`config.mk`:
```
export PLATFORM = sky130hd
export DESIGN_NAME = register_bank_wb_flat
export DESIGN_NICKNAME = d
export VERILOG_FILES = /design/src/rtl/register_bank_wb_pkg.sv /design/src/rtl/register_bank_wb_if.sv /design/src/rtl/register_bank_wb_pending_counter.sv /design/src/rtl/register_bank_wb.sv /design/src/flat_wrapper.sv
export SDC_FILE = /design/constraint.sdc
export NUM_CORES = 1
export LEC_CHECK = 0
export CAP_MARGIN = 20
export CORE_ASPECT_RATIO = 1.25
export CORE_MARGIN = 2
export CORE_UTILIZATION = 55
export DETAILED_ROUTE_END_ITERATION = 7
export PLACE_DENSITY_LB_ADDON = 0.25
export SYNTH_ARGS = -nofsm -noshare
export SYNTH_HDL_FRONTEND = slang
export SYNTH_SLANG_ARGS = --single-unit
```
`constraint.sdc`:
```
create_clock -name clk -period 13 [get_ports clk]
set_input_delay 2.6 -clock clk [delete_from_list [all_inputs] [get_ports clk]]
set_output_delay 2.6 -clock clk [all_outputs]
set_load 0.02 [all_outputs]
```
`src/rtl/register_bank_wb_pkg.sv`:
```
// Shared widths and types for the write-back register bank and its
// per-register pending-write scoreboard.
package reg_bank_pkg;
  localparam int DATA_WIDTH     = 24;
  localparam int REG_COUNT      = 16;
  localparam int REG_ADDR_WIDTH = 4;
  localparam int MAX_INFLIGHT   = 3;

  typedef logic [1:0]                pend_cnt_t;
  typedef logic [REG_ADDR_WIDTH-1:0] reg_addr_t;
  typedef logic [DATA_WIDTH-1:0]     reg_data_t;

  localparam pend_cnt_t CNT_MAX = pend_cnt_t'(MAX_INFLIGHT);
endpackage

```
`src/rtl/register_bank_wb_if.sv`:
```
// Decode/write-back side bundle for the register bank; the bank is the slave.
interface register_bank_wb_if;
  import reg_bank_pkg::*;

  reg_addr_t rd_addr_a_in;
  reg_addr_t rd_addr_b_in;
  reg_data_t rd_data_a_out;
  reg_data_t rd_data_b_out;
  logic      src_a_used_in;
  logic      src_b_used_in;
  logic      issue_valid_in;
  logic      issue_writes_in;
  reg_addr_t issue_dest_in;
  logic      wb_en_in;
  reg_addr_t wb_addr_in;
  reg_data_t wb_data_in;
  logic      flush_in;
  logic      stall_out;
  logic      err_out;

  modport master (
    output rd_addr_a_in, rd_addr_b_in, src_a_used_in, src_b_used_in,
           issue_valid_in, issue_writes_in, issue_dest_in,
           wb_en_in, wb_addr_in, wb_data_in, flush_in,
    input  rd_data_a_out, rd_data_b_out, stall_out, err_out
  );

  modport slave (
    input  rd_addr_a_in, rd_addr_b_in, src_a_used_in, src_b_used_in,
           issue_valid_in, issue_writes_in, issue_dest_in,
           wb_en_in, wb_addr_in, wb_data_in, flush_in,
    output rd_data_a_out, rd_data_b_out, stall_out, err_out
  );
endinterface

```
`src/rtl/register_bank_wb_pending_counter.sv`:
```
// Outstanding-write counter for one register: clear wins, inc+dec together hold,
// a decrement at zero is reported as underflow and leaves the count at zero.
module pending_counter
  import reg_bank_pkg::*;
(
  input  logic      clk,
  input  logic      rst_n,
  input  logic      inc,
  input  logic      dec,
  input  logic      clr,
  output pend_cnt_t count,
  output logic      underflow
);
  pend_cnt_t r_count;
  pend_cnt_t w_count_next;

  always_comb begin
    w_count_next = r_count;
    if (clr)
      w_count_next = '0;
    else if (inc && dec)
      w_count_next = r_count;
    else if (inc)
      w_count_next = r_count + pend_cnt_t'(1);
    else if (dec && r_count != '0)
      w_count_next = r_count - pend_cnt_t'(1);
  end

  always_ff @(posedge clk or negedge rst_n) begin
    if (!rst_n)
      r_count <= '0;
    else
      r_count <= w_count_next;
  end

  assign count     = r_count;
  assign underflow = dec && (r_count == '0);
endmodule

```
`src/rtl/register_bank_wb.sv`:
```
// 16 x 24-bit register bank with write-back bypass on both read ports and a
// pending-write scoreboard that produces the decode stall.
module register_bank_wb
  import reg_bank_pkg::*;
(
  input  logic               clk,
  input  logic               rst_n,
  register_bank_wb_if.slave  bus
);
  reg_data_t            r_mem [REG_COUNT];
  pend_cnt_t            w_cnt [REG_COUNT];
  pend_cnt_t            w_eff [REG_COUNT];
  logic [REG_COUNT-1:0] w_inc;
  logic [REG_COUNT-1:0] w_dec;
  logic [REG_COUNT-1:0] w_underflow;
  logic                 w_hazard;
  logic                 w_stall;
  logic                 w_accept;
  logic                 w_err_set;
  logic [1:0]           r_flush_shadow;
  logic                 r_err;

  genvar gi;
  generate
    for (gi = 0; gi < REG_COUNT; gi++) begin : g_pend
      assign w_inc[gi] = w_accept && (bus.issue_dest_in == reg_addr_t'(gi));
      assign w_dec[gi] = bus.wb_en_in && (bus.wb_addr_in == reg_addr_t'(gi));
      // Count as decode sees it once this cycle's write-back retires.
      assign w_eff[gi] = w_cnt[gi] - pend_cnt_t'(w_dec[gi] && (w_cnt[gi] != '0));

      pending_counter u_cnt (
        .clk       (clk),
        .rst_n     (rst_n),
        .inc       (w_inc[gi]),
        .dec       (w_dec[gi]),
        .clr       (bus.flush_in),
        .count     (w_cnt[gi]),
        .underflow (w_underflow[gi])
      );
    end
  endgenerate

  assign w_hazard = (bus.src_a_used_in   && (w_eff[bus.rd_addr_a_in]  != '0))
                 || (bus.src_b_used_in   && (w_eff[bus.rd_addr_b_in]  != '0))
                 || (bus.issue_writes_in && (w_eff[bus.issue_dest_in] == CNT_MAX));
  assign w_stall  = bus.issue_valid_in && !bus.flush_in && w_hazard;
  assign w_accept = bus.issue_valid_in && bus.issue_writes_in && !w_stall && !bus.flush_in;

  // Write-backs still draining from before a flush hit zeroed counters legally.
  assign w_err_set = bus.wb_en_in && w_underflow[bus.wb_addr_in]
                  && !bus.flush_in && (r_flush_shadow == 2'd0);

  always_ff @(posedge clk or negedge rst_n) begin
    if (!rst_n) begin
      r_flush_shadow <= 2'd0;
      r_err          <= 1'b0;
    end else begin
      if (bus.flush_in)
        r_flush_shadow <= 2'd2;
      else if (r_flush_shadow != 2'd0)
        r_flush_shadow <= r_flush_shadow - 2'd1;
      if (w_err_set)
        r_err <= 1'b1;
    end
  end

  always_ff @(posedge clk or negedge rst_n) begin
    if (!rst_n) begin
      for (int i = 0; i < REG_COUNT; i++)
        r_mem[i] <= '0;
    end else if (bus.wb_en_in) begin
      r_mem[bus.wb_addr_in] <= bus.wb_data_in;
    end
  end

  assign bus.rd_data_a_out = (bus.wb_en_in && bus.wb_addr_in == bus.rd_addr_a_in)
                           ? bus.wb_data_in : r_mem[bus.rd_addr_a_in];
  assign bus.rd_data_b_out = (bus.wb_en_in && bus.wb_addr_in == bus.rd_addr_b_in)
                           ? bus.wb_data_in : r_mem[bus.rd_addr_b_in];
  assign bus.stall_out     = w_stall;
  assign bus.err_out       = r_err;
endmodule

```
`src/flat_wrapper.sv`:
```
// flat-port wrapper written by rule: the top's interface ports become plain ports
module register_bank_wb_flat import reg_bank_pkg::*;
  (clk, rst_n, bus_rd_addr_a_in, bus_rd_addr_b_in, bus_src_a_used_in, bus_src_b_used_in, bus_issue_valid_in, bus_issue_writes_in, bus_issue_dest_in, bus_wb_en_in, bus_wb_addr_in, bus_wb_data_in, bus_flush_in, bus_rd_data_a_out, bus_rd_data_b_out, bus_stall_out, bus_err_out);
  register_bank_wb_if bus_i ();
  input  logic clk;
  input  logic rst_n;
  input wire logic [$bits(bus_i.rd_addr_a_in)-1:0] bus_rd_addr_a_in;
  input wire logic [$bits(bus_i.rd_addr_b_in)-1:0] bus_rd_addr_b_in;
  input wire logic [$bits(bus_i.src_a_used_in)-1:0] bus_src_a_used_in;
  input wire logic [$bits(bus_i.src_b_used_in)-1:0] bus_src_b_used_in;
  input wire logic [$bits(bus_i.issue_valid_in)-1:0] bus_issue_valid_in;
  input wire logic [$bits(bus_i.issue_writes_in)-1:0] bus_issue_writes_in;
  input wire logic [$bits(bus_i.issue_dest_in)-1:0] bus_issue_dest_in;
  input wire logic [$bits(bus_i.wb_en_in)-1:0] bus_wb_en_in;
  input wire logic [$bits(bus_i.wb_addr_in)-1:0] bus_wb_addr_in;
  input wire logic [$bits(bus_i.wb_data_in)-1:0] bus_wb_data_in;
  input wire logic [$bits(bus_i.flush_in)-1:0] bus_flush_in;
  output wire logic [$bits(bus_i.rd_data_a_out)-1:0] bus_rd_data_a_out;
  output wire logic [$bits(bus_i.rd_data_b_out)-1:0] bus_rd_data_b_out;
  output wire logic [$bits(bus_i.stall_out)-1:0] bus_stall_out;
  output wire logic [$bits(bus_i.err_out)-1:0] bus_err_out;
  assign bus_i.rd_addr_a_in = bus_rd_addr_a_in;
  assign bus_i.rd_addr_b_in = bus_rd_addr_b_in;
  assign bus_i.src_a_used_in = bus_src_a_used_in;
  assign bus_i.src_b_used_in = bus_src_b_used_in;
  assign bus_i.issue_valid_in = bus_issue_valid_in;
  assign bus_i.issue_writes_in = bus_issue_writes_in;
  assign bus_i.issue_dest_in = bus_issue_dest_in;
  assign bus_i.wb_en_in = bus_wb_en_in;
  assign bus_i.wb_addr_in = bus_wb_addr_in;
  assign bus_i.wb_data_in = bus_wb_data_in;
  assign bus_i.flush_in = bus_flush_in;
  assign bus_rd_data_a_out = bus_i.rd_data_a_out;
  assign bus_rd_data_b_out = bus_i.rd_data_b_out;
  assign bus_stall_out = bus_i.stall_out;
  assign bus_err_out = bus_i.err_out;
  register_bank_wb u_core (.clk(clk), .rst_n(rst_n), .bus(bus_i));
endmodule
```
Word level (Yosys, flattened, before mapping)
Index checks and enable logic that the tools add are counted.

Bits in registers: 419. Input port bits: 48. Output and inout bits: 50.

Add/subtract/negate cells: 49. Order comparisons: 6. Eq/ne operators: 49. Muxes and demuxes: 88. Bitwise operators: 4. Reduce and logical (&&, ||, !) cells: 169.

Operators by type and width (number): 384-bit bitwise mux (1); 24-bit binary-select mux with 4-bit select (2); 24-bit 2-to-1 mux (7); 2-bit 2-to-1 mux (72); 24-bit demux with 4-bit select (1); 1-bit logical AND (94); 4-bit == test, second input constant (16); 3-bit nonzero test (16); 2-bit nonzero test (20); 2-bit logical NOT (17); 2-bit by 1-bit subtractor with 2-bit output, second input constant (17); 2-bit by 1-bit adder with 2-bit output, second input constant (16); 4-bit by 3-bit == test with 1-bit output, second input constant (8); 2-bit != test, second input constant (16); 2-bit AND reduction (16); 2-bit by 1-bit subtractor with 2-bit output (16); 2-bit binary-select mux with 4-bit select (3); 5-bit >= comparator, second input constant (4); 4-bit NOT with 5-bit output (4); 4-bit by 2-bit == test with 1-bit output, second input constant (4); 4-bit by 1-bit == test with 1-bit output, second input constant (2); 4-bit == test (2); 4-bit logical NOT (2); 4-bit by 5-bit < comparator with 1-bit output, second input constant (1); other kinds (6) (8).

Longest topological paths before layout
Depth after elaboration: 19. Gate-level depth with buffers: 18. Mapped depth without buffers: 13.

Cells and area by module
A second synthesis with hierarchy kept.

Cells, all modules: 1964. Area total of the unflattened synthesis: 24591.1 µm².

Modules (own cells, without submodules): register_bank_wb (times used 1, cells an instance 1756, area each 22369.0 µm²); pending_counter (times used 16, cells an instance 13, area each 138.9 µm²).

Worst setup path before layout
Ideal clock, no wire load.

Path kind: input -> output. Start point: input bus_wb_addr_in[3]. End point: output bus_stall_out. Arrival: 5.642 ns. Required time: 10.400 ns. Setup slack: 4.758 ns. Stages on the path: 16. Buffers on the path: 6. Cells stage by stage: clkbuf_1 -> clkbuf_1 -> nor2b_1 -> nand2_1 -> clkbuf_1 -> clkbuf_1 -> nor2_1 -> ha_1 -> xor2_1 -> a21oi_1 -> o41ai_1 -> o2111ai_1 -> o311ai_1 -> buf_2 -> buf_4 -> o211a_1.

Word-level cells in the longest chain between the ends: 12.

Ends and longest elaborated chain: from (decl) (line flat_wrapper.sv:15) `input wire logic [$bits(bus_i.wb_addr_in)-1:0] bus_wb_addr_in;`; 4-bit == test (tied with other cells) (line register_bank_wb.sv:27) `assign w_dec[gi] = bus.wb_en_in && (bus.wb_addr_in == reg_addr_t'(gi));`; 1-bit logical AND (line register_bank_wb.sv:27); 1-bit logical AND (line register_bank_wb.sv:29) `assign w_eff[gi] = w_cnt[gi] - pend_cnt_t'(w_dec[gi] && (w_cnt[gi] != '0));`; 2-bit by 1-bit subtractor with 2-bit output (line register_bank_wb.sv:29); 2-bit binary-select mux with 4-bit select (on tied branches) (line register_bank_wb.sv:43, register_bank_wb.sv:44); 2-bit 2-to-1 mux (on tied branches) (2 in a row) (line register_bank_wb.sv:43, register_bank_wb.sv:44); 2-bit nonzero test (on tied branches) (line register_bank_wb.sv:43, register_bank_wb.sv:44); 1-bit logical AND (on tied branches) (line register_bank_wb.sv:43, register_bank_wb.sv:44); 1-bit logical OR (line register_bank_wb.sv:44) `|| (bus.src_b_used_in && (w_eff[bus.rd_addr_b_in] != '0))`; 1-bit logical OR (*) (line register_bank_wb.sv:45) `|| (bus.issue_writes_in && (w_eff[bus.issue_dest_in] == CNT_MAX));`; 1-bit logical AND (*) (line register_bank_wb.sv:46) `assign w_stall = bus.issue_valid_in && !bus.flush_in && w_hazard;`; to (decl) (line flat_wrapper.sv:20) `output wire logic [$bits(bus_i.stall_out)-1:0] bus_stall_out;`.

Every way passes the cells marked *; elsewhere a longest branch is shown, timed or not. The select of a mux whose other input is x is not followed.

Worst setup path after layout
Start point: input bus_wb_addr_in[1]. End point: output bus_stall_out.

The elaborated chain is that of the path after synthesis.

==> results.cfg <==
[logic_synthesis]
ys_warn_count = 0
synth_cell_types = 60
synth_top_family_by_area = multiplexers
ys_async_sr_fraction = 1.00
ys.flop_type = dfrtp_1
avgSynthCellArea_um2 = 10.3
synthAdderAreaFrac = 0.00870
synth_seq_cells = 419
synth_xor_area_frac = 0.0121
synth_enable_flop_cells = 0
synthCells = 2383
syn_nets = 2448
synth_compound_area_frac = 0.0345
synthMuxAreaShare = 0.285
synth-simple-area-share = 0.192
synth.cell_area_um2 = 24400
ys_seq_area_frac = 0.429

[timing]
tightest_slew_ns = 1.13
period_needed_ns = 10.01
fin_crit_sh = 0.770
fin_worst_skew_ns = 0.00622
rsz0062_at_grt = no
max_slew_margin = 0.241
max_freq_mhz = 99.9
setup_viol = 0
fin_tns_setup_ns = 0
finalHoldViolCount = 0
maxSlewViolCount = 0

[cts]
clk_pin_slew_worst_paths_ns = 0.06
cts_resized = 0
h-tree-depth = 2
cts_root_buffer = clkbuf_16
cts_made_buffers = 44
clk_latency_ns = 0.57
cts.sinks = 419
cts_tree = done
cts.path.max_buffers = 3
post_cts_buffers = 0
hold_buffers = 0

[floorplanning]
die_w_um = 193
rows = 86
die_y_um = 240
core_area_um2 = 44000
dieArea_um2 = 46200
design.portCount = 98
start_util = 0.555

[drt]
detail-route-antenna-nets = 0
drtPass1Iterations = 5
drt-initial-drc-count = 1842
drc = 0
vias = 19200
wl_per_cell_um = 25.9
avgViaCountPerCell = 6.47
wirelength_um = 77100

[pwr]
ir_drop_uv = 105
p_int_mw = 2.89
power.switching_mw = 1.19
pwr-share-clk = 0.330
combPwrFrac = 0.242
p_leak_nw = 12.4
seqPwrFrac = 0.429
power_density_nw_per_um2 = 149
swShare = 0.292

[global_routing]
grt_usage = 0.346
grt_pass1_wl_um = 118000
grt-ovfl-total = 0
antenna_found_initial = 0
grt_max_degree = 156
grt_pass1_vias = 19900

[placement]
gp_congestion = 0.936
dp_hpwl_um = 45000
portBuffers = 97
placed_cell_area_um2 = 25800

[critical_path]
reg2reg_to = u_core.g_pend[9].u_cnt.count[0]
cp.arrival_ns = 7.41
endpoint_kind = output pin
worstPathCellList = clkdlybuf4s50_1 -> nor3b_1 -> nand2_2 -> nor2_1 -> ha_1 -> xor2_1 -> a21oi_1 -> o41ai_1 -> o2111ai_1 -> o311ai_2 -> buf_4 -> o211a_1 -> clkdlybuf4s50_1
critical_path_required_ns = 10.40
crit_top_cell = clkdlybuf4s50_1
worstSetupPathType = in2out
rrSetupSlack_ns = 9.29
critPathLaunchType = primary input
slowest_stage = nand2_2
r2r_start = u_core.g_pend[3].u_cnt.count[1]
crit_fanout = 27
max_stage_delay_ns = 0.76
rr_worst_depth = 11

[flow_run]
cap_viol_max_count = 0

[worst_hold_path]
hold_path_class = reg2reg
worstHoldStart = u_core.r_mem[320]
holdPathStages = 2
min_to = u_core.r_mem[320]

[layout]
n_fill_cell = 3488
antennaDiodeCount = 0
drive_above_1_share = 0.222
area_delta_synth_final_pct = 11.9
nNetsFinal = 2433
postLayoutCellArea_um2 = 27400

[status]
status = finished clean
-- critical path, delay by kind of cell --
kind | cells | cell delay [ns]
compound gates | 5 | 1.00
simple gates | 3 | 1.77
xor+xnor | 1 | 0.23
buf+inv | 3 | 1.61
fa+ha+maj | 1 | 0.18
-- power by group through the flow --
stage          clock, mW  sequential, mW  combinational [mW]
6_report            1.35            1.75               0.987
5_1_grt             1.41            1.78                1.06
4_1_cts             1.36            1.74               0.990
3_5_place_dp           0            1.76               0.982
3_3_place_gp           0            1.74               0.957
2_1_floorplan          0            1.70               0.709
-- sequential cells by signal, indices dropped and copies added (netlist names) --
name and flops:
u_core.r_mem 384, u_core.g_pend.u_cnt.count 32, u_core.r_flush_shadow 2, u_core.bus.err_out 1
-- per-layer routing --
metal / up-vias / GRT usage / part of all wire
li1: 8201 / - / -
met1: 9746 / 0.451 / 0.37
met2: 1041 / 0.558 / 0.48
met3: 248 / 0.0692 / 0.090
met4: 0 / 0.171 / 0.056
met5: - / 0 / 0
-- worst max-delay path by stage --
stage	endpoint	slack, ns	startpoint
floorplan	bus_stall_out	4.76	bus_wb_addr_in[3]
finish	bus_stall_out	2.99	bus_wb_addr_in[1]
global route	bus_stall_out	2.69	bus_wb_addr_in[1]
global placement	bus_stall_out	3.16	bus_wb_addr_in[1]
CTS	bus_stall_out	3.08	bus_wb_addr_in[1]
detailed placement	bus_stall_out	3.07	bus_wb_addr_in[1]
-- cells in the final DEF, fill, tap and decap left out, types with 6 or more instances in the layout --
cell,count
nand2_1,985
dfrtp_1,419
mux4_2,243
mux2_2,127
clkdlybuf4s50_1,89
nor2_1,63
clkbuf_16,45
buf_4,44
inv_1,39
a21oi_1,29
nand3_1,27
o21ai_0,17
ha_1,17
nor3_1,15
xor2_1,15
xnor2_1,15
nor4_1,11
clkinv_2,10
clkbuf_8,10
or3_1,9
nand2b_1,8
or2_2,7
o32ai_1,7
mux2i_1,7
o41ai_1,7
clkbuf_1,7
nor2_4,6
nand4_1,6
a311oi_1,6
-- area by class of cell --
cell class,instances,area (um2),share of cell area
multi-input combinational,1721,13100,0.480
sequential,419,10500,0.383
timing repair buffer,142,1340,0.0490
clock buffer,62,1290,0.0472
tap,572,716,0.0262
clock inverter,19,243,0.00887
inverter,40,150,0.00549
-- cells by family (layout without fill, tap and decap cells) --
logic type / after synthesis / in the layout
muxes: 377 / 377
and+or+nand+nor: 1176 / 1176
xor gates and xnor gates: 32 / 32
buffers and inverters: 243 / 263
adders and majority gates: 17 / 17
AOI/OAI and AO/OA: 119 / 119
DFF: 419 / 419
-- Yosys cell counts (all sizes together) (4+ instances only) --
cell,n,area share
xor2,15,0.0054
nand2,986,0.15
and3,4,0.0010
o41ai,7,0.0025
a211oi,4,0.0012
nor2,74,0.011
nand4,6,0.0015
o211ai,5,0.0015
o221ai,4,0.0014
nor3b,4,0.0012
clkbuf,156,0.024
inv,39,0.0060
mux2,127,0.059
dfrtp,419,0.43
a311oi,6,0.0021
nor4,14,0.0044
nor3,19,0.0039
nand3,30,0.0061
o311ai,4,0.0014
mux4,243,0.22
buf,47,0.0088
o21ai,17,0.0035
a21oi,29,0.0059
ha,17,0.0087
a32oi,4,0.0014
or2,8,0.0020
nor2b,4,0.0010
o32ai,7,0.0025
o21a,4,0.0012
mux2i,7,0.0029
or3,10,0.0028
nand2b,8,0.0020
xnor2,17,0.0067
o31a,5,0.0018
-- through the flow --
stage / hold slack (ns) / instances / setup slack [ns] / power (mW) / util
2_1_floorplan: 0.458 / 2383 / 4.76 / 2.41 / -
3_3_place_gp: 0.469 / 2892 / 3.16 / 2.69 / 0.586
3_5_place_dp: 0.480 / 2893 / 3.07 / 2.75 / 0.586
4_1_cts: 0.495 / 2974 / 3.08 / 4.09 / 0.621
5_1_grt: 0.520 / 2975 / 2.69 / 4.25 / 0.622
6_report: 0.493 / 2975 / 2.99 / 4.09 / 0.622
(Power assumes the default switching activity.)
